===== src/rtl/pc_flag_ctrl_if.sv =====
// Decoder/ALU-to-PC-controller bundle: instruction fields and ALU results in,
// fetch address, flags and branch status out.
interface pc_flag_ctrl_if;
  logic        En;
  logic [3:0]  Opcode;
  logic [2:0]  Cond;
  logic [8:0]  Imm9;
  logic [15:0] Reg_Target;
  logic [15:0] ALU_Result;
  logic [2:0]  Flags_in;
  logic [15:0] PC_out;
  logic [15:0] PC_plus2;
  logic [2:0]  Flags_q;
  logic        Branch_taken;
  logic        Halted;

  modport master (
    output En, Opcode, Cond, Imm9, Reg_Target, ALU_Result, Flags_in,
    input  PC_out, PC_plus2, Flags_q, Branch_taken, Halted
  );

  modport slave (
    input  En, Opcode, Cond, Imm9, Reg_Target, ALU_Result, Flags_in,
    output PC_out, PC_plus2, Flags_q, Branch_taken, Halted
  );
endinterface


===== src/rtl/pc_flag_ctrl.sv =====
// Program counter and N/V/Z flag register for the 16-bit single-cycle core:
// flag capture, branch evaluation against registered flags, and HLT handling.
module pc_flag_ctrl #(
  parameter logic [15:0] RESET_PC = 16'h0000
) (
  input  logic          clk,
  input  logic          rst,
  pc_flag_ctrl_if.slave bus
);

  localparam logic [3:0] OP_ADD = 4'b0000;
  localparam logic [3:0] OP_SUB = 4'b0001;
  localparam logic [3:0] OP_XOR = 4'b0011;
  localparam logic [3:0] OP_SLL = 4'b0100;
  localparam logic [3:0] OP_SRA = 4'b0101;
  localparam logic [3:0] OP_ROR = 4'b0110;
  localparam logic [3:0] OP_B   = 4'b1100;
  localparam logic [3:0] OP_BR  = 4'b1101;
  localparam logic [3:0] OP_HLT = 4'b1111;

  typedef enum logic {RUN, HALT} state_t;

  state_t      state_q, state_d;
  logic [15:0] pc_q, pc_d;
  logic [2:0]  flags_q, flags_d;
  logic        halted_q, halted_d;

  logic [15:0] pc_plus2;
  logic [15:0] imm_off;
  logic        flag_n, flag_v, flag_z;
  logic        cond_true;
  logic        is_branch;
  logic        branch_taken;

  // N and Z of the incoming ALU flags are recomputed locally from ALU_Result.
  logic unused_flag_bits;
  assign unused_flag_bits = ^{bus.Flags_in[2], bus.Flags_in[0]};

  assign flag_n = flags_q[2];
  assign flag_v = flags_q[1];
  assign flag_z = flags_q[0];

  always_comb begin
    pc_plus2 = pc_q + 16'd2;
    imm_off  = {{6{bus.Imm9[8]}}, bus.Imm9, 1'b0};

    cond_true = 1'b0;
    case (bus.Cond)
      3'b000:  cond_true = !flag_z;
      3'b001:  cond_true = flag_z;
      3'b010:  cond_true = !flag_z && !flag_n;
      3'b011:  cond_true = flag_n;
      3'b100:  cond_true = flag_z || (!flag_z && !flag_n);
      3'b101:  cond_true = flag_n || flag_z;
      3'b110:  cond_true = flag_v;
      default: cond_true = 1'b1;
    endcase

    is_branch    = (bus.Opcode == OP_B) || (bus.Opcode == OP_BR);
    branch_taken = (state_q == RUN) && is_branch && cond_true;
  end

  always_comb begin
    state_d  = state_q;
    pc_d     = pc_q;
    flags_d  = flags_q;
    halted_d = halted_q;

    if (state_q == RUN && bus.En) begin
      if (bus.Opcode == OP_HLT) begin
        // PC stays on the HLT address so the halt point is visible.
        state_d  = HALT;
        halted_d = 1'b1;
      end else begin
        if (branch_taken) begin
          pc_d = (bus.Opcode == OP_BR) ? bus.Reg_Target : pc_plus2 + imm_off;
        end else begin
          pc_d = pc_plus2;
        end

        case (bus.Opcode)
          OP_ADD, OP_SUB: begin
            flags_d = {bus.ALU_Result[15], bus.Flags_in[1], (bus.ALU_Result == 16'h0000)};
          end
          OP_XOR, OP_SLL, OP_SRA, OP_ROR: begin
            flags_d[0] = (bus.ALU_Result == 16'h0000);
          end
          default: ;
        endcase
      end
    end
  end

  always_ff @(posedge clk) begin
    if (rst) begin
      state_q  <= RUN;
      pc_q     <= RESET_PC;
      flags_q  <= 3'b000;
      halted_q <= 1'b0;
    end else begin
      state_q  <= state_d;
      pc_q     <= pc_d;
      flags_q  <= flags_d;
      halted_q <= halted_d;
    end
  end

  assign bus.PC_out       = pc_q;
  assign bus.PC_plus2     = pc_plus2;
  assign bus.Flags_q      = flags_q;
  assign bus.Branch_taken = branch_taken;
  assign bus.Halted       = halted_q;

endmodule


===== src/flat_wrapper.sv =====
// flat-port wrapper written by rule: the top's interface ports become plain ports
module pc_flag_ctrl_flat 
#(
  parameter logic [15:0] RESET_PC = 16'h0000
)
  (clk, rst, bus_En, bus_Opcode, bus_Cond, bus_Imm9, bus_Reg_Target, bus_ALU_Result, bus_Flags_in, bus_PC_out, bus_PC_plus2, bus_Flags_q, bus_Branch_taken, bus_Halted);
  pc_flag_ctrl_if bus_i ();
  input  logic clk;
  input  logic rst;
  input wire logic [$bits(bus_i.En)-1:0] bus_En;
  input wire logic [$bits(bus_i.Opcode)-1:0] bus_Opcode;
  input wire logic [$bits(bus_i.Cond)-1:0] bus_Cond;
  input wire logic [$bits(bus_i.Imm9)-1:0] bus_Imm9;
  input wire logic [$bits(bus_i.Reg_Target)-1:0] bus_Reg_Target;
  input wire logic [$bits(bus_i.ALU_Result)-1:0] bus_ALU_Result;
  input wire logic [$bits(bus_i.Flags_in)-1:0] bus_Flags_in;
  output wire logic [$bits(bus_i.PC_out)-1:0] bus_PC_out;
  output wire logic [$bits(bus_i.PC_plus2)-1:0] bus_PC_plus2;
  output wire logic [$bits(bus_i.Flags_q)-1:0] bus_Flags_q;
  output wire logic [$bits(bus_i.Branch_taken)-1:0] bus_Branch_taken;
  output wire logic [$bits(bus_i.Halted)-1:0] bus_Halted;
  assign bus_i.En = bus_En;
  assign bus_i.Opcode = bus_Opcode;
  assign bus_i.Cond = bus_Cond;
  assign bus_i.Imm9 = bus_Imm9;
  assign bus_i.Reg_Target = bus_Reg_Target;
  assign bus_i.ALU_Result = bus_ALU_Result;
  assign bus_i.Flags_in = bus_Flags_in;
  assign bus_PC_out = bus_i.PC_out;
  assign bus_PC_plus2 = bus_i.PC_plus2;
  assign bus_Flags_q = bus_i.Flags_q;
  assign bus_Branch_taken = bus_i.Branch_taken;
  assign bus_Halted = bus_i.Halted;
  pc_flag_ctrl #(.RESET_PC(RESET_PC)) u_core (.clk(clk), .rst(rst), .bus(bus_i));
endmodule

===== config.mk =====
export PLATFORM = sky130hd
export DESIGN_NAME = pc_flag_ctrl_flat
export DESIGN_NICKNAME = d
export VERILOG_FILES = /design/src/rtl/pc_flag_ctrl_if.sv /design/src/rtl/pc_flag_ctrl.sv /design/src/flat_wrapper.sv
export SDC_FILE = /design/constraint.sdc
export NUM_CORES = 1
export LEC_CHECK = 0
export CAP_MARGIN = 20
export CORE_MARGIN = 5
export CORE_UTILIZATION = 31
export DETAILED_ROUTE_END_ITERATION = 12
export GPL_ROUTABILITY_DRIVEN = 0
export PLACE_DENSITY = 0.68
export SLEW_MARGIN = 20
export SYNTH_ARGS = -nofsm -noshare
export SYNTH_HDL_FRONTEND = slang
export SYNTH_SLANG_ARGS = --single-unit
export TNS_END_PERCENT = 50

===== constraint.sdc =====
create_clock -name clk -period 2.67 [get_ports clk]
set_input_delay 0.534 -clock clk [delete_from_list [all_inputs] [get_ports clk]]
set_output_delay 0.534 -clock clk [all_outputs]
set_load 0.03 [all_outputs]

# Word-level counts from Yosys, hierarchy flattened
# Index checks and enable logic that the tools add are counted.
[totals]
ff_bits = 20
output_inout_bits = 37
input_bits = 54
wordCells = 43
[classes]
reduce_logical = 18
muxes = 3
n_bitwise = 2
add_sub_neg = 2
eq_ne = 14
[ops]
columns = ["operator", "count"]
rows = [
  ["16-bit two-way mux", 2],
  ["16-bit adder", 1],
  ["16-bit by 2-bit adder with 16-bit output, second input constant", 1],
  ["16-bit zero test", 1],
  ["4-bit by 3-bit equality test with 1-bit output, second input constant", 3],
  ["4-bit equality test, second input constant", 3],
  ["3-bit equality test, second input constant", 3],
  ["1-bit one-hot mux with 7 select lines", 1],
  ["3-bit by 2-bit equality test with 1-bit output, second input constant", 2],
  ["3-bit AND reduction", 2],
  ["6-bit OR reduction", 1],
  ["4-bit by 1-bit equality test with 1-bit output, second input constant", 1],
  ["4-bit by 2-bit equality test with 1-bit output, second input constant", 1],
  ["1-bit logical AND", 4],
  ["4-bit zero test", 1],
  ["2-bit AND reduction", 2],
  ["3-bit by 1-bit equality test with 1-bit output, second input constant", 1],
  ["3-bit zero test", 1],
  ["1-bit logical OR", 3],
  ["1-bit zero test", 2],
  ["1-bit NOT", 2],
  ["2-bit OR reduction", 1],
]

# Logic depth before layout (Yosys ltp)
[depth]
ltp_word = 6
mapped_depth = 13
ltp_nobuf = 12

# Least setup slack after synthesis
# Ideal clock, no wire load.
[synth_timing]
kind = "reg-to-reg"
startpoint = "register u_core.pc_q[3], in the netlist u_core.bus.PC_out[3]"
endpoint = "register u_core.pc_q[15], in the netlist u_core.bus.PC_out[15]"
stages_incl_launch_ff = 14
t_arrival_ps = 3461
setup_time_ps = 118
slack_ps = -908
required_ps = 2552
synth_period_minus_slack_ps = 3578
n_path_buf = 1
path_cell_list = "dfxtp_1 and3_1 and3_1 clkbuf_1 nand3_1 xnor2_1 ha_1 o21a_1 o211ai_1 a31o_2 nand3_1 a221o_1 xnor2_1 o2111a_1"
[synth_between]
elab_chain_len = 4
[synth_lines]
columns = ["element", "line_no", "text"]
rows = [
  ["start: declaration", "pc_flag_ctrl.sv:24", "logic [15:0] pc_q, pc_d;"],
  ["start signal: assignment", "pc_flag_ctrl.sv:102", "pc_q <= pc_d;"],
  ["16-bit by 2-bit adder with 16-bit output", "pc_flag_ctrl.sv:44", "pc_plus2 = pc_q + 16'd2;"],
  ["net bus_PC_plus2[8]", "flat_wrapper.sv:18", "output wire logic [$bits(bus_i.PC_plus2)-1:0] bus_PC_plus2;"],
  ["16-bit adder", "pc_flag_ctrl.sv:76", "pc_d = (bus.Opcode == OP_BR) ? bus.Reg_Target : pc_plus2 + imm_off;"],
  ["16-bit two-way mux", "pc_flag_ctrl.sv:76", ""],
  ["16-bit two-way mux", "pc_flag_ctrl.sv:75", "if (branch_taken) begin"],
]
# The timed path passes the listed nets, and every way through them passes these cells.
# A chain may end at the register's enable or synchronous reset.

# Worst setup path in the final report
[layout_timing]
startpoint = "register u_core.pc_q[3], in the netlist u_core.bus.PC_out[3]"
endpoint = "register u_core.pc_q[15], in the netlist u_core.bus.PC_out[15]"
[layout_between]
elab_chain_len = 4
[layout_lines]
columns = ["element", "line_no"]
rows = [
  ["16-bit by 2-bit adder with 16-bit output (*)", "pc_flag_ctrl.sv:44"],
  ["16-bit adder", "pc_flag_ctrl.sv:76"],
  ["16-bit two-way mux", "pc_flag_ctrl.sv:76"],
  ["16-bit two-way mux (*)", "pc_flag_ctrl.sv:75"],
]
# Mark *: on every way between the ends. The rest lies on a longest branch, timed or not.

==> reports/metrics.yaml <==
finalSetupTns_ns: -0.0694
fin_cells: 504
ir_worst_vdd_mv: 0.220
hold_class: "flop to flop"
max_stage_delay_ns: 0.37
worstHoldPathCells: 2
port_buffers: 88
grt_pass1_vias: 2607
grt_pass1_wl_um: 12400
crit_type: "flop to flop"
p_leak_uw: 0.00165
synth_top_area_cell: "dfxtp_1"
syn_inst: 283
clkTransAtPathRegs_ns: 0.09
antenna_found_initial: 0
final_common_cell: "clkdlybuf4s50_1"
min_to: "u_core.bus.Halted"
dp.cells: 494
max-cap-violations: 0
synth_compound_area_share_pct: 26.7
dieArea_um2: 8510
area_growth_syn_to_layout_pct: 88.0
start_util_pct: 31.4
wl_um: 8010
startpoint_type: "flop"
drv_slew: 0
reg2reg_depth: 12
clock_latency_ns: 0.27
slew_headroom_pct: 72.4
die_h_um: 92.3
grt_start_max_net_pins: 18
core_area_um2: 6680
crit_fanout: 4
cp.arrival_ns: 2.90
power.density_nw_per_um2: 289
cts_made_buffers: 3
syn-cell-area_um2: 2100
synth-seq-area-share_pct: 19.1
synthesis.nets: 356
synth-seq-cells: 20
worstPathRequired_ns: 2.84
grtUsageTotal_pct: 18.0
rrSetupSlack_ns: -0.06
ios: 91
rsz0062_at_grt: "yes"
overflow: 0
ant_nets: 0
status: "complete, but fails checks"
postLayoutCoreUtil_pct: 59.0
synth.yosys.warnings: 0
drtIter0Drc: 196
setup_slack_ns: -0.0647
ys_types: 53
fin_worst_skew_ns: 0.00700
worstMarginPinSlew_ns: 0.411
clock_path_buffers: 2
first_pass_iters: 4
fin_area_um2: 3940
clkSinkCount: 20
dp_hpwl_um: 6300
avgSynthCellArea_um2: 7.41
synthArstFlopShare_pct: 0
wire_per_inst_um: 15.9
h-tree-depth: 1
synth_top_family_by_area: "compound AO/OA/AOI/OAI gates"
cpMostUsedCell: "and3_4"
synth_top_area_share_pct: 19.1
drc_errors: 0
num_vias: 2705
synth_edf_count: 0
max_freq_mhz: 366
synthXorXnorAreaFrac_pct: 10.9
dieWidth_um: 92.3
layout_common_cells: "clkdlybuf4s50_1, buf_4, nand2_1, nor2_1"
setup_violations: 3
rows: 30
n_antenna_cell: 0
place_ws_ns: -0.499
avgViaCountPerCell: 5.37
nNetsFinal: 498
reg2reg_from: "u_core.bus.PC_out[3]"
post_dp_cell_area_um2: 3730
drive_above_1_share_pct: 29.2
crit_path_end_kind: "flop"
synth.area.top_cells: "dfxtp_1, ha_1, xnor2_1"
crit_slowest_cell: "dfxtp_4"
hold_start: "u_core.bus.Halted"
hold_viol_final: 0
clk_root_buffer_cell: "clkbuf_8"
fin_crit_sh_pct: 102
crit_chain: "and3_4 -> and3_4 -> nand3_4 -> xnor2_4 -> ha_4 -> o21a_1 -> o211ai_1 -> a31o_2 -> nand3_2 -> a221o_1 -> xnor2_1 -> o2111a_1"
finalCriticalPeriod_ns: 2.73
synth-simple-area-share_pct: 24.9
violations: "negative setup slack"
ys.flop_type: "dfxtp_1"
synth_fa_ha_area_share_pct: 12.2
synthMuxAreaShare_pct: 2.44
cts_tree: "done"
r2r_end: "u_core.bus.PC_out[15]"
## sequential cells by signal (all words and copies together), names as in the netlist
| signal | flops |
|---|---|
| u_core.bus.Flags_q | 3 |
| u_core.bus.PC_out | 16 |
| u_core.bus.Halted | 1 |
## synth_stat cells (2+ instances only)
library cell,count
a211o_1,2
a211oi_1,4
a21o_1,4
a21oi_1,21
a311oi_1,2
a31oi_1,3
a32o_1,2
and3_1,4
buf_2,3
clkbuf_1,10
dfxtp_1,20
ha_1,18
inv_1,5
mux2i_1,4
nand2_1,32
nand2b_1,6
nand3_1,13
nand4_1,5
nor2_1,25
nor3_1,5
nor3b_1,4
nor4_1,5
o211ai_1,9
o21ai_0,21
o22ai_1,2
or3_1,2
or4_1,2
xnor2_1,14
xor2_1,12
## through the flow
stage | hold slack [ns] | total power (µW)
floorplan | 0.530 | 575
global placement | 0.510 | 798
detailed placement | 0.518 | 806
CTS | 0.542 | 1130
global route | 0.589 | 1200
finish | 0.539 | 1140
## critical path: cells and delay by family (launching register included)
| kind | cells | cell delay, ns |
|---|---|---|
| adders and majority gates | 1 | 0.24 |
| and+or+nand+nor | 4 | 0.69 |
| xor gates and xnor gates | 2 | 0.35 |
| AOI/OAI and AO/OA | 5 | 0.99 |
| DFF | 1 | 0.37 |
## power breakdown
part	internal (µW)	switching, µW	leakage (µW)	total (µW)
Clock	200	119	0.0000357	319
Sequential	308	15.3	0.000169	323
Combinational	265	235	0.00145	499
## cells by family after synthesis
| group | Yosys count |
|---|---|
| compound gates | 84 |
| buf+inv | 20 |
| simple gates | 108 |
| fa+ha+maj | 20 |
| xor+xnor | 26 |
| flops | 20 |
| mux | 5 |
## metal layers
layer / global-route usage, % / wire length (µm)
met4: 3.34 / 95
met1: 22.9 / 3470
met2: 31.9 / 4100
met3: 3.12 / 339
met5: 0 / 0
## worst max-delay path by stage
stage / from / to / slack [ns]
after global placement: bus_Imm9[1] / u_core.bus.PC_out[12] / -0.43
after detailed placement: bus_Imm9[1] / u_core.bus.PC_out[12] / -0.50
after CTS: bus_Cond[2] / bus_Branch_taken / -0.1
after floorplan: u_core.bus.PC_out[3] / u_core.bus.PC_out[15] / -0.21
final: u_core.bus.PC_out[3] / u_core.bus.PC_out[15] / -0.06
after global routing: u_core.bus.PC_out[3] / u_core.bus.PC_out[15] / -0.16
## area by class of cell
cell class | count | area, µm²
Inverter | 6 | 25.0
Clock inverter | 1 | 30.0
Sequential cell | 20 | 425
Fill cell | 602 | 2740
Timing Repair Buffer | 151 | 1350
Multi-Input combinational cell | 243 | 1970
Tap cell | 80 | 100
Clock buffer | 3 | 41.3
## repair_timing
action                     CTS  global route
cloned                       0             0
resized for setup           12            18
setup endpoints to repair   11             7
buffers inserted             1             5
pin swaps                    6             4
hold buffers                 0             0
(Power assumes the default switching activity.)
